$ cat src/rtl/morph_filter_chain_if.sv
// Video stream bundle between a pixel source and the morphology filter chain.
interface morph_filter_chain_if;
  logic        VSync;
  logic        VDE;
  logic [23:0] RGBin;
  logic [7:0]  Threshold;
  logic [2:0]  Mode;
  logic        DE_out;
  logic        ProcessOut;
  logic [23:0] DisplayOut;

  modport master (
    output VSync, VDE, RGBin, Threshold, Mode,
    input  DE_out, ProcessOut, DisplayOut
  );

  modport slave (
    input  VSync, VDE, RGBin, Threshold, Mode,
    output DE_out, ProcessOut, DisplayOut
  );
endinterface

$ cat src/rtl/morph_filter_chain.sv
// Greyscale/threshold front end feeding a 3x3 binary dilate/erode/edge window
// built from two line buffers; every mode leaves the block 3 cycles after sampling.
module morph_filter_chain #(
  parameter int         MAX_W   = 1024,
  parameter int         CNT_W   = 11,
  parameter logic [7:0] THR_RST = 8'h80
) (
  input logic                 CLK,
  input logic                 RST,
  morph_filter_chain_if.slave vid
);
  localparam int               LB_AW  = (MAX_W > 1) ? $clog2(MAX_W) : 1;
  localparam logic [CNT_W-1:0] X_LAST = CNT_W'(MAX_W - 1);

  localparam logic [2:0] M_GREY = 3'd1;
  localparam logic [2:0] M_BIN  = 3'd2;
  localparam logic [2:0] M_DIL  = 3'd3;
  localparam logic [2:0] M_ERO  = 3'd4;
  localparam logic [2:0] M_EDGE = 3'd5;
  localparam logic [2:0] M_OVL  = 3'd6;

  logic             vs_prev_q, vde_prev_q;
  logic [CNT_W-1:0] x_q, x_d, y_q, y_d;
  logic             ovf_q, ovf_d;
  logic [2:0]       mode_q, mode_d;
  logic [7:0]       thr_q, thr_d;
  logic             vs_rise, vde_fall;
  logic [9:0]       sum_c;
  logic [7:0]       grey_c;
  logic             bin_c;

  logic             vde1_q, bin1_q, inr1_q, r1ok_q, r2ok_q;
  logic [23:0]      rgb1_q;
  logic [7:0]       grey1_q;
  logic [2:0]       mode1_q;
  logic [LB_AW-1:0] addr1_q;

  logic             vde2_q, bin2_q;
  logic [23:0]      rgb2_q;
  logic [7:0]       grey2_q;
  logic [2:0]       mode2_q;
  logic [2:0]       col0_q, col1_q, col2_q, col_new;

  logic             de_q, po_q, po_d;
  logic [23:0]      disp_q, disp_d;
  logic [8:0]       taps;
  logic             dil, ero, edg;

  logic             lb1_mem [MAX_W];
  logic             lb2_mem [MAX_W];
  logic             lb1_rd, lb2_rd;

  // VSync rise wins over a coincident VDE fall so the new frame starts at row 0.
  always_comb begin
    vs_rise  = vid.VSync & ~vs_prev_q;
    vde_fall = ~vid.VDE & vde_prev_q;
    x_d      = x_q;
    y_d      = y_q;
    ovf_d    = ovf_q;
    mode_d   = mode_q;
    thr_d    = thr_q;
    if (vs_rise) begin
      mode_d = vid.Mode;
      thr_d  = vid.Threshold;
      x_d    = '0;
      y_d    = '0;
      ovf_d  = 1'b0;
    end else if (vde_fall) begin
      x_d   = '0;
      ovf_d = 1'b0;
      if (y_q != '1) y_d = y_q + 1'b1;
    end else if (vid.VDE) begin
      if (x_q == X_LAST) ovf_d = 1'b1;
      else               x_d   = x_q + 1'b1;
    end
    sum_c  = {2'b00, vid.RGBin[23:16]} + {1'b0, vid.RGBin[15:8], 1'b0} + {2'b00, vid.RGBin[7:0]};
    grey_c = 8'(sum_c >> 2);
    bin_c  = (grey_c >= thr_d);
  end

  // Column bits are {row y, row y-1, row y-2}; rows above the frame and pixels past the buffer read 0.
  always_comb begin
    lb1_rd  = lb1_mem[addr1_q];
    lb2_rd  = lb2_mem[addr1_q];
    col_new = {bin1_q & inr1_q, lb1_rd & inr1_q & r1ok_q, lb2_rd & inr1_q & r2ok_q};
  end

  always_comb begin
    taps   = {col2_q, col1_q, col0_q};
    dil    = |taps;
    ero    = &taps;
    edg    = col1_q[1] & ~ero;
    disp_d = '0;
    po_d   = 1'b0;
    if (vde2_q) begin
      case (mode2_q)
        M_GREY:  begin disp_d = {3{grey2_q}};                  po_d = grey2_q[7]; end
        M_BIN:   begin disp_d = {24{bin2_q}};                  po_d = bin2_q;     end
        M_DIL:   begin disp_d = {24{dil}};                     po_d = dil;        end
        M_ERO:   begin disp_d = {24{ero}};                     po_d = ero;        end
        M_EDGE:  begin disp_d = {24{edg}};                     po_d = edg;        end
        M_OVL:   begin disp_d = edg ? 24'hFF0000 : rgb2_q;     po_d = edg;        end
        default: begin disp_d = rgb2_q;                        po_d = grey2_q[7]; end
      endcase
    end
  end

  always_ff @(posedge CLK) begin
    if (RST) begin
      vs_prev_q  <= 1'b0;
      vde_prev_q <= 1'b0;
      x_q        <= '0;
      y_q        <= '0;
      ovf_q      <= 1'b0;
      mode_q     <= '0;
      thr_q      <= THR_RST;
      vde1_q     <= 1'b0;
      bin1_q     <= 1'b0;
      inr1_q     <= 1'b0;
      r1ok_q     <= 1'b0;
      r2ok_q     <= 1'b0;
      rgb1_q     <= '0;
      grey1_q    <= '0;
      mode1_q    <= '0;
      addr1_q    <= '0;
      vde2_q     <= 1'b0;
      bin2_q     <= 1'b0;
      rgb2_q     <= '0;
      grey2_q    <= '0;
      mode2_q    <= '0;
      col0_q     <= '0;
      col1_q     <= '0;
      col2_q     <= '0;
      de_q       <= 1'b0;
      po_q       <= 1'b0;
      disp_q     <= '0;
    end else begin
      vs_prev_q  <= vid.VSync;
      vde_prev_q <= vid.VDE;
      x_q        <= x_d;
      y_q        <= y_d;
      ovf_q      <= ovf_d;
      mode_q     <= mode_d;
      thr_q      <= thr_d;
      vde1_q     <= vid.VDE;
      bin1_q     <= bin_c;
      inr1_q     <= ~ovf_q;
      r1ok_q     <= (y_q != '0);
      r2ok_q     <= (y_q > CNT_W'(1));
      rgb1_q     <= vid.RGBin;
      grey1_q    <= grey_c;
      mode1_q    <= mode_d;
      addr1_q    <= x_q[LB_AW-1:0];
      vde2_q     <= vde1_q;
      bin2_q     <= bin1_q;
      rgb2_q     <= rgb1_q;
      grey2_q    <= grey1_q;
      mode2_q    <= mode1_q;
      if (vde1_q) begin
        col0_q <= col_new;
        col1_q <= col0_q;
        col2_q <= col1_q;
      end else begin
        col0_q <= '0;
        col1_q <= '0;
        col2_q <= '0;
      end
      de_q   <= vde2_q;
      po_q   <= po_d;
      disp_q <= disp_d;
    end
  end

  // Buffers are never cleared; row masking hides whatever a previous frame left.
  always_ff @(posedge CLK) begin
    if (!RST && vde1_q && inr1_q) begin
      lb1_mem[addr1_q] <= bin1_q;
      lb2_mem[addr1_q] <= lb1_mem[addr1_q];
    end
  end

  assign vid.DE_out     = de_q;
  assign vid.ProcessOut = po_q;
  assign vid.DisplayOut = disp_q;
endmodule

$ cat src/flat_wrapper.sv
// flat-port wrapper written by rule: the top's interface ports become plain ports
module morph_filter_chain_flat 
#(
  parameter int         MAX_W   = 1024,
  parameter int         CNT_W   = 11,
  parameter logic [7:0] THR_RST = 8'h80
)
  (CLK, RST, vid_VSync, vid_VDE, vid_RGBin, vid_Threshold, vid_Mode, vid_DE_out, vid_ProcessOut, vid_DisplayOut);
  morph_filter_chain_if vid_i ();
  input logic CLK;
  input logic RST;
  input wire logic [$bits(vid_i.VSync)-1:0] vid_VSync;
  input wire logic [$bits(vid_i.VDE)-1:0] vid_VDE;
  input wire logic [$bits(vid_i.RGBin)-1:0] vid_RGBin;
  input wire logic [$bits(vid_i.Threshold)-1:0] vid_Threshold;
  input wire logic [$bits(vid_i.Mode)-1:0] vid_Mode;
  output wire logic [$bits(vid_i.DE_out)-1:0] vid_DE_out;
  output wire logic [$bits(vid_i.ProcessOut)-1:0] vid_ProcessOut;
  output wire logic [$bits(vid_i.DisplayOut)-1:0] vid_DisplayOut;
  assign vid_i.VSync = vid_VSync;
  assign vid_i.VDE = vid_VDE;
  assign vid_i.RGBin = vid_RGBin;
  assign vid_i.Threshold = vid_Threshold;
  assign vid_i.Mode = vid_Mode;
  assign vid_DE_out = vid_i.DE_out;
  assign vid_ProcessOut = vid_i.ProcessOut;
  assign vid_DisplayOut = vid_i.DisplayOut;
  morph_filter_chain #(.MAX_W(MAX_W), .CNT_W(CNT_W), .THR_RST(THR_RST)) u_core (.CLK(CLK), .RST(RST), .vid(vid_i));
endmodule
$ cat config.mk
export PLATFORM = sky130hd
export DESIGN_NAME = morph_filter_chain_flat
export DESIGN_NICKNAME = d
export VERILOG_FILES = /design/src/rtl/morph_filter_chain_if.sv /design/src/rtl/morph_filter_chain.sv /design/src/flat_wrapper.sv
export SDC_FILE = /design/constraint.sdc
export NUM_CORES = 2
export LEC_CHECK = 0
export CAP_MARGIN = 20
export CORE_MARGIN = 3
export CORE_UTILIZATION = 35
export CTS_BUF_LIST = sky130_fd_sc_hd__clkbuf_8
export DETAILED_ROUTE_END_ITERATION = 8
export HOLD_SLACK_MARGIN = 0.02
export PLACE_DENSITY_LB_ADDON = 0.25
export SKIP_CTS_REPAIR_TIMING = 1
export SYNTH_ARGS = -nofsm -noshare
export SYNTH_HDL_FRONTEND = slang
export SYNTH_SLANG_ARGS = --single-unit
$ cat constraint.sdc
create_clock -name CLK -period 26.2 [get_ports CLK]
set_clock_uncertainty 0.15 [all_clocks]
set_input_delay 3.93 -clock CLK [delete_from_list [all_inputs] [get_ports CLK]]
set_output_delay 3.93 -clock CLK [all_outputs]
set_load 0.02 [all_outputs]
# Word-level counts from Yosys, hierarchy flattened
# Memories as Yosys holds them, arrays and structs flattened. A register that Yosys moved wholly into a read port is not among the register bits.
# Cells that the tools add are included.
[word_totals]
output_inout_bits = 26
mem_bits_ro = 0
word_cells = 78
latch_bits = 0
n_memories = 2
regBits = 154
ram_bits = 2048
in_bits = 39
[classes]
addsub = 4
multipliers = 0
n_mux = 8
shift = 0
bitwise = 15
n_div = 0
n_lt_le_gt_ge = 2
n_reduce_logical = 14
eq_ne = 8
[memory_table]
columns = ["name", "depth", "word_bits", "read_ports", "rd_clocked_by_memory_dff", "wr", "line_no", "source"]
rows = [
  ["u_core.lb1_mem", 1024, 1, 1, 1, 1, "morph_filter_chain.sv:49", "logic lb1_mem [MAX_W];"],
  ["u_core.lb2_mem", 1024, 1, 1, 1, 1, "morph_filter_chain.sv:50", "logic lb2_mem [MAX_W];"],
]
[op_table]
columns = ["cell", "count"]
rows = [
  ["case mux 24 bit (6 select lines)", 1],
  ["2-to-1 mux 24 bit", 1],
  ["adder 11 x 1 -> 11 bit, second input constant", 2],
  ["2-to-1 mux 10 bit", 2],
  ["equality test 11 x 10 -> 1 bit, second input constant", 1],
  ["> comparator 11 x 1 -> 1 bit, second input constant", 1],
  ["inequality test 11 bit, second input constant", 1],
  ["nonzero test 11 bit", 1],
  ["adder 10 x 8 -> 10 bit", 1],
  ["adder 8 x 9 -> 10 bit", 1],
  ["equality test 3 bit, second input constant", 3],
  ["AND reduction 9 bit", 1],
  ["OR reduction 9 bit", 1],
  ["AND 1 bit", 8],
  ["greater-or-equal comparator 8 bit", 1],
  ["2-to-1 mux 8 bit", 1],
  ["OR reduction 2 bit", 4],
  ["inverter 1 bit", 7],
  ["equality test 3 x 2 -> 1 bit, second input constant", 2],
  ["AND reduction 2 bit", 3],
  ["case mux 1 bit (4 select lines)", 1],
  ["equality test 3 x 1 -> 1 bit, second input constant", 1],
  ["OR reduction 3 bit", 1],
  ["logical AND 1 bit", 2],
  ["2 further kinds", 3],
]

# Logic depth before layout (Yosys ltp)
[logic_depth]
depth_word = 5
mapped_depth = 15
depth_no_buf = 15

# Least setup slack after synthesis
# Ideal clock, no wire load.
[synth_path]
path_kind = "flip-flop to flip-flop"
startpoint = "reg, netlist name u_core.addr1_q[0]"
endpoint = "mem u_core.lb2_mem[0] (data pin)"
path_stages_with_launch = 13
setup_time_ns = 6.255
t_required_ns = 19.795
t_arrival_ns = 17.347
setup_slack_ns = 2.448
synth_period_minus_slack_ns = 23.752
path_buffers = 6
cell_sequence = "dfxtp_1 clkbuf_1 buf_6 buf_6 buf_6 buf_4 buf_2 mux2i_1 o22ai_1 nor4_1 nand2_1 a2111oi_2 nand4_1"
[synth_rtl]
columns = ["item", "line_no"]
rows = [
  ["to (decl)", "morph_filter_chain.sv:50"],
]

==> results.rst <==
.. list-table::
   :header-rows: 1

   * - Metric
     - Value
   * - R2r setup slk
     - 16.66 ns
   * - Peak ir drop on the vdd network
     - 0.0559 mV
   * - Die area
     - 260000 um^2
   * - Number of nets produced by synthesis
     - 5999
   * - Number of cells on the worst reg-to-reg path
     - 17
   * - Max-cap violations
     - 0
   * - Row count
     - 184
   * - Worst-path cell chain
     - buf_12 > buf_4 > buf_4 > buf_4 > mux2i_1 > o22ai_1 > or4_1 > nor2_1 > o22ai_1 > a311o_1 > a2111oi_2 > nand4_1 > buf_4 > buf_12 > buf_4 > buf_4 > buf_16
   * - Filler cell count in the final layout
     - 23500
   * - Clock latency of the later-clocked register in the worst-skew pair
     - 1.10 ns
   * - Detail Placement HPWL
     - 143000 um
   * - Grt total ovfl
     - 0
   * - CTS max path bufs
     - 4
   * - Post-route minimum period
     - 9.54 ns
   * - Period utilisation layout
     - 0.364
   * - Height of the die
     - 509 um
   * - Global-route wire length before repair
     - 384000 um
   * - Number of synthesis warnings
     - 0
   * - Worst setup EP type
     - flop
   * - CP Max Fanout
     - 205
   * - Startpoint of the most critical register-to-register path
     - u_core.addr1_q[0]$_SDFF_PP0_
   * - Routability cong.
     - 0.790
   * - Number of enable-type register cells in the synthesized netlist
     - 2048
   * - CTS clock-pin slew for the worst setup and hold paths
     - 0.06 ns
   * - Hold-critical path endpoint
     - u_core.inr1_q$_SDFF_PP0_
   * - Data required time at the worst endpoint
     - 26.79 ns
   * - Launching element type of the critical path
     - flop
   * - Initial cell density of the core
     - 0.352
   * - Inserted Clock Buffers
     - 375
   * - Normalized max-slew margin
     - 0.0512
   * - Most used flip-flop cell after synthesis
     - sky130_fd_sc_hd__edfxtp_1
   * - Final setup violation count
     - 0
   * - Instance count along the most critical hold path
     - 1
   * - Syn-to-layout area delta
     - 12.3%
   * - Sequential area share after synthesis
     - 0.728
   * - Final routed wirelength across all metal layers
     - 271000 um
   * - DRC violation count after routing
     - 0
   * - Number of antenna violations at the first check in global routing
     - 18
   * - Root buffer cell
     - sky130_fd_sc_hd__clkbuf_8
   * - Path category of the worst min-delay check
     - flop to flop
   * - Destination of the worst register-to-register timing path
     - u_core.lb2_mem[132]$_DFFE_PP_
   * - Post-Synthesis Cells
     - 5933
   * - Most common cell after layout, fill and taps aside
     - sky130_fd_sc_hd__edfxtp_1
   * - CTS tree
     - built
   * - Global-route total usage across every layer
     - 0.205
   * - Detailed Routing Iterations Pass 1
     - 5
   * - I/O pin total
     - 65
   * - Dominant cell type by count on the critical path
     - sky130_fd_sc_hd__buf_4
   * - Classification of the worst setup path
     - flop to flop
   * - Layout cell share with drive strength beyond 1
     - 0.109
   * - Synth cell types
     - 60
   * - Cell with the biggest individual delay on the critical path
     - sky130_fd_sc_hd__dfxtp_4
   * - Peak clock frequency supported by timing
     - 0.105 GHz
   * - DIE WIDTH
     - 509 um
   * - Overall power of the completed layout
     - 7.09 mW
   * - Cell leakage power
     - 30.0 nW
   * - Net count, final
     - 6132
   * - Remaining number of nets flagged by the antenna check after routing
     - 0
   * - Commonest cells after routing, fill and taps aside
     - 2048 x sky130_fd_sc_hd__edfxtp_1, 1139 x sky130_fd_sc_hd__nor2_1, 979 x sky130_fd_sc_hd__mux2i_1, 472 x sky130_fd_sc_hd__o22ai_1, 386 x sky130_fd_sc_hd__clkbuf_8
   * - Largest net degree at the start of global routing
     - 233
   * - Routed wire length per instance
     - 28.1 um
   * - Port-buffer cells
     - 64
   * - Share of flip-flops with an asynchronous set or reset after synthesis
     - 0
   * - Detailed-route via count
     - 52600
   * - Register bit total from synthesis
     - 2202
   * - RSZ-0062 raised after global routing
     - false
   * - Outcome
     - finished clean
   * - Vias in the first global route
     - 53200
   * - Mapped cell area
     - 88700 um^2
   * - H-Tree Level Count
     - 5
   * - Hold Startpoint
     - u_core.ovf_q$_SDFFE_PP0P_
   * - Number of max-slew violations in the final report
     - 0
   * - Clock sink count
     - 2202
   * - Core Footprint
     - 252000 um^2
   * - Number of endpoints with negative hold slack in the final report
     - 0
   * - Endpoint arrival time on the critical path
     - 10.13 ns
   * - Detail-routed via count per cell
     - 5.44
   * - Final-layout setup total negative slack
     - 0 ns
   * - Worst Tran Pin Value
     - 1.42 ns
   * - Starting DRT DRC Count
     - 6036
   * - Power density relative to cell area
     - 71.2 nW/um^2
   * - Delay of the slowest cell on the worst path
     - 0.91 ns
   * - Post-Synthesis Mean Instance Area
     - 15.0 um^2
## worst max-delay path, delay by kind of cell, from the launching register on
kind	cells	cell delay, ns
multiplexers	1	0.27
AO/OA/AOI/OAI	4	1.16
flip-flops	1	0.91
buffers and inverters	9	5.08
AND/OR/NAND/NOR	3	1.08
## where the power goes
| group | switching (mW) | internal (mW) |
|---|---|---|
| registers | 0.0157 | 3.96 |
| logic | 0.212 | 0.0738 |
| clock network | 1.38 | 1.46 |
| total | 1.60 | 5.49 |
## cell usage after synthesis (8+ instances only)
cell / count / share of area
sky130_fd_sc_hd__o211ai_1: 8 / 0.00068
sky130_fd_sc_hd__mux2i_1: 979 / 0.11
sky130_fd_sc_hd__o22ai_1: 472 / 0.033
sky130_fd_sc_hd__or4_1: 36 / 0.0030
sky130_fd_sc_hd__buf_4: 88 / 0.0074
sky130_fd_sc_hd__a31oi_1: 40 / 0.0028
sky130_fd_sc_hd__nor3_1: 15 / 0.00085
sky130_fd_sc_hd__nand3_1: 23 / 0.0013
sky130_fd_sc_hd__ha_1: 19 / 0.0027
sky130_fd_sc_hd__dfxtp_1: 154 / 0.035
sky130_fd_sc_hd__a22oi_1: 8 / 0.00068
sky130_fd_sc_hd__a21oi_1: 14 / 0.00079
sky130_fd_sc_hd__nand4_1: 15 / 0.0011
sky130_fd_sc_hd__buf_2: 104 / 0.0059
sky130_fd_sc_hd__clkbuf_1: 235 / 0.0099
sky130_fd_sc_hd__mux4_2: 30 / 0.0076
sky130_fd_sc_hd__o21ai_0: 21 / 0.0012
sky130_fd_sc_hd__inv_1: 18 / 0.00076
sky130_fd_sc_hd__nand2_1: 141 / 0.0060
sky130_fd_sc_hd__nor2_1: 1139 / 0.048
sky130_fd_sc_hd__nor4_1: 78 / 0.0055
sky130_fd_sc_hd__edfxtp_1: 2048 / 0.69
sky130_fd_sc_hd__fa_1: 8 / 0.0018
sky130_fd_sc_hd__nand2b_1: 8 / 0.00056
sky130_fd_sc_hd__xor2_1: 14 / 0.0014
sky130_fd_sc_hd__and2_1: 10 / 0.00071
sky130_fd_sc_hd__nor2b_1: 85 / 0.0060
sky130_fd_sc_hd__buf_1: 14 / 0.00059
sky130_fd_sc_hd__buf_6: 18 / 0.0023
## registers in the layout, summed over array words and instances, names as in the netlist, 3 cells and up
| register | cells |
|---|---|
| u_core.mode2_q | 3 |
| u_core.grey1_q | 8 |
| u_core.x_q | 11 |
| u_core.y_q | 11 |
| u_core.col1_q | 3 |
| u_core.col2_q | 3 |
| u_core.mode_q | 3 |
| u_core.grey2_q | 8 |
| u_core.lb1_mem | 1024 |
| u_core.addr1_q | 10 |
| u_core.vid.DisplayOut | 24 |
| u_core.lb2_mem | 1024 |
| u_core.col0_q | 3 |
| u_core.rgb1_q | 24 |
| u_core.rgb2_q | 24 |
| u_core.thr_q | 8 |
## worst max path at each step
stage	from	end
after floorplan	u_core.addr1_q[0]$_SDFF_PP0_	u_core.lb2_mem[0]$_DFFE_PP_
after global placement	u_core.addr1_q[0]$_SDFF_PP0_	u_core.lb2_mem[147]$_DFFE_PP_
after detailed placement	u_core.addr1_q[0]$_SDFF_PP0_	u_core.lb2_mem[146]$_DFFE_PP_
after CTS	u_core.addr1_q[0]$_SDFF_PP0_	u_core.lb2_mem[132]$_DFFE_PP_
after global routing	u_core.addr1_q[0]$_SDFF_PP0_	u_core.lb2_mem[132]$_DFFE_PP_
final	u_core.addr1_q[0]$_SDFF_PP0_	u_core.lb2_mem[132]$_DFFE_PP_
## stage by stage
stage                util  instance area [um^2]  hold WS [ns]  worst slack [ns]  cells
floorplan               -                 88700         0.243              2.45   5933
global placement    0.368                 92800         0.254             16.67   9026
detailed placement  0.369                 92900         0.256             16.53   9034
CTS                 0.395                 99600         0.267             16.50   9670
global route        0.396                 99600         0.291             16.16   9675
finish              0.396                 99600         0.263             16.66   9678
## metal layers
metal  global-route usage  share of wire  up-vias
met5                    0       0.000048        -
met4               0.0666          0.031        2
met3               0.0367          0.073      481
met2                0.331           0.47     2131
met1                0.281           0.42    27200
li1                     -              -    22800
## area by class of cell
cell class / count / area, um^2 / share of cell area
sequential: 2202 / 64600 / 0.648
multi-input combinational: 3254 / 22100 / 0.222
clock buffer: 386 / 5310 / 0.0533
tap: 3348 / 4190 / 0.0420
timing repair buffer: 215 / 2020 / 0.0203
clock inverter: 250 / 1300 / 0.0130
inverter: 18 / 67.6 / 0.000678
antenna: 5 / 12.5 / 0.000126
## kinds of logic (layout without fill, tap and decap cells)
family | after synthesis | in the layout | share of synthesized area
adders and majority gates | 27 | 27 | 0.00448
DFF | 2202 | 2202 | 0.728
muxes | 1010 | 1010 | 0.118
buffers and inverters | 477 | 869 | 0.0269
and+or+nand+nor | 1597 | 1597 | 0.0776
AOI/OAI and AO/OA | 600 | 600 | 0.0428
xor gates and xnor gates | 20 | 20 | 0.00197
other | 0 | 5 | 0
No activity file was read; power rests on OpenSTA's default activity.
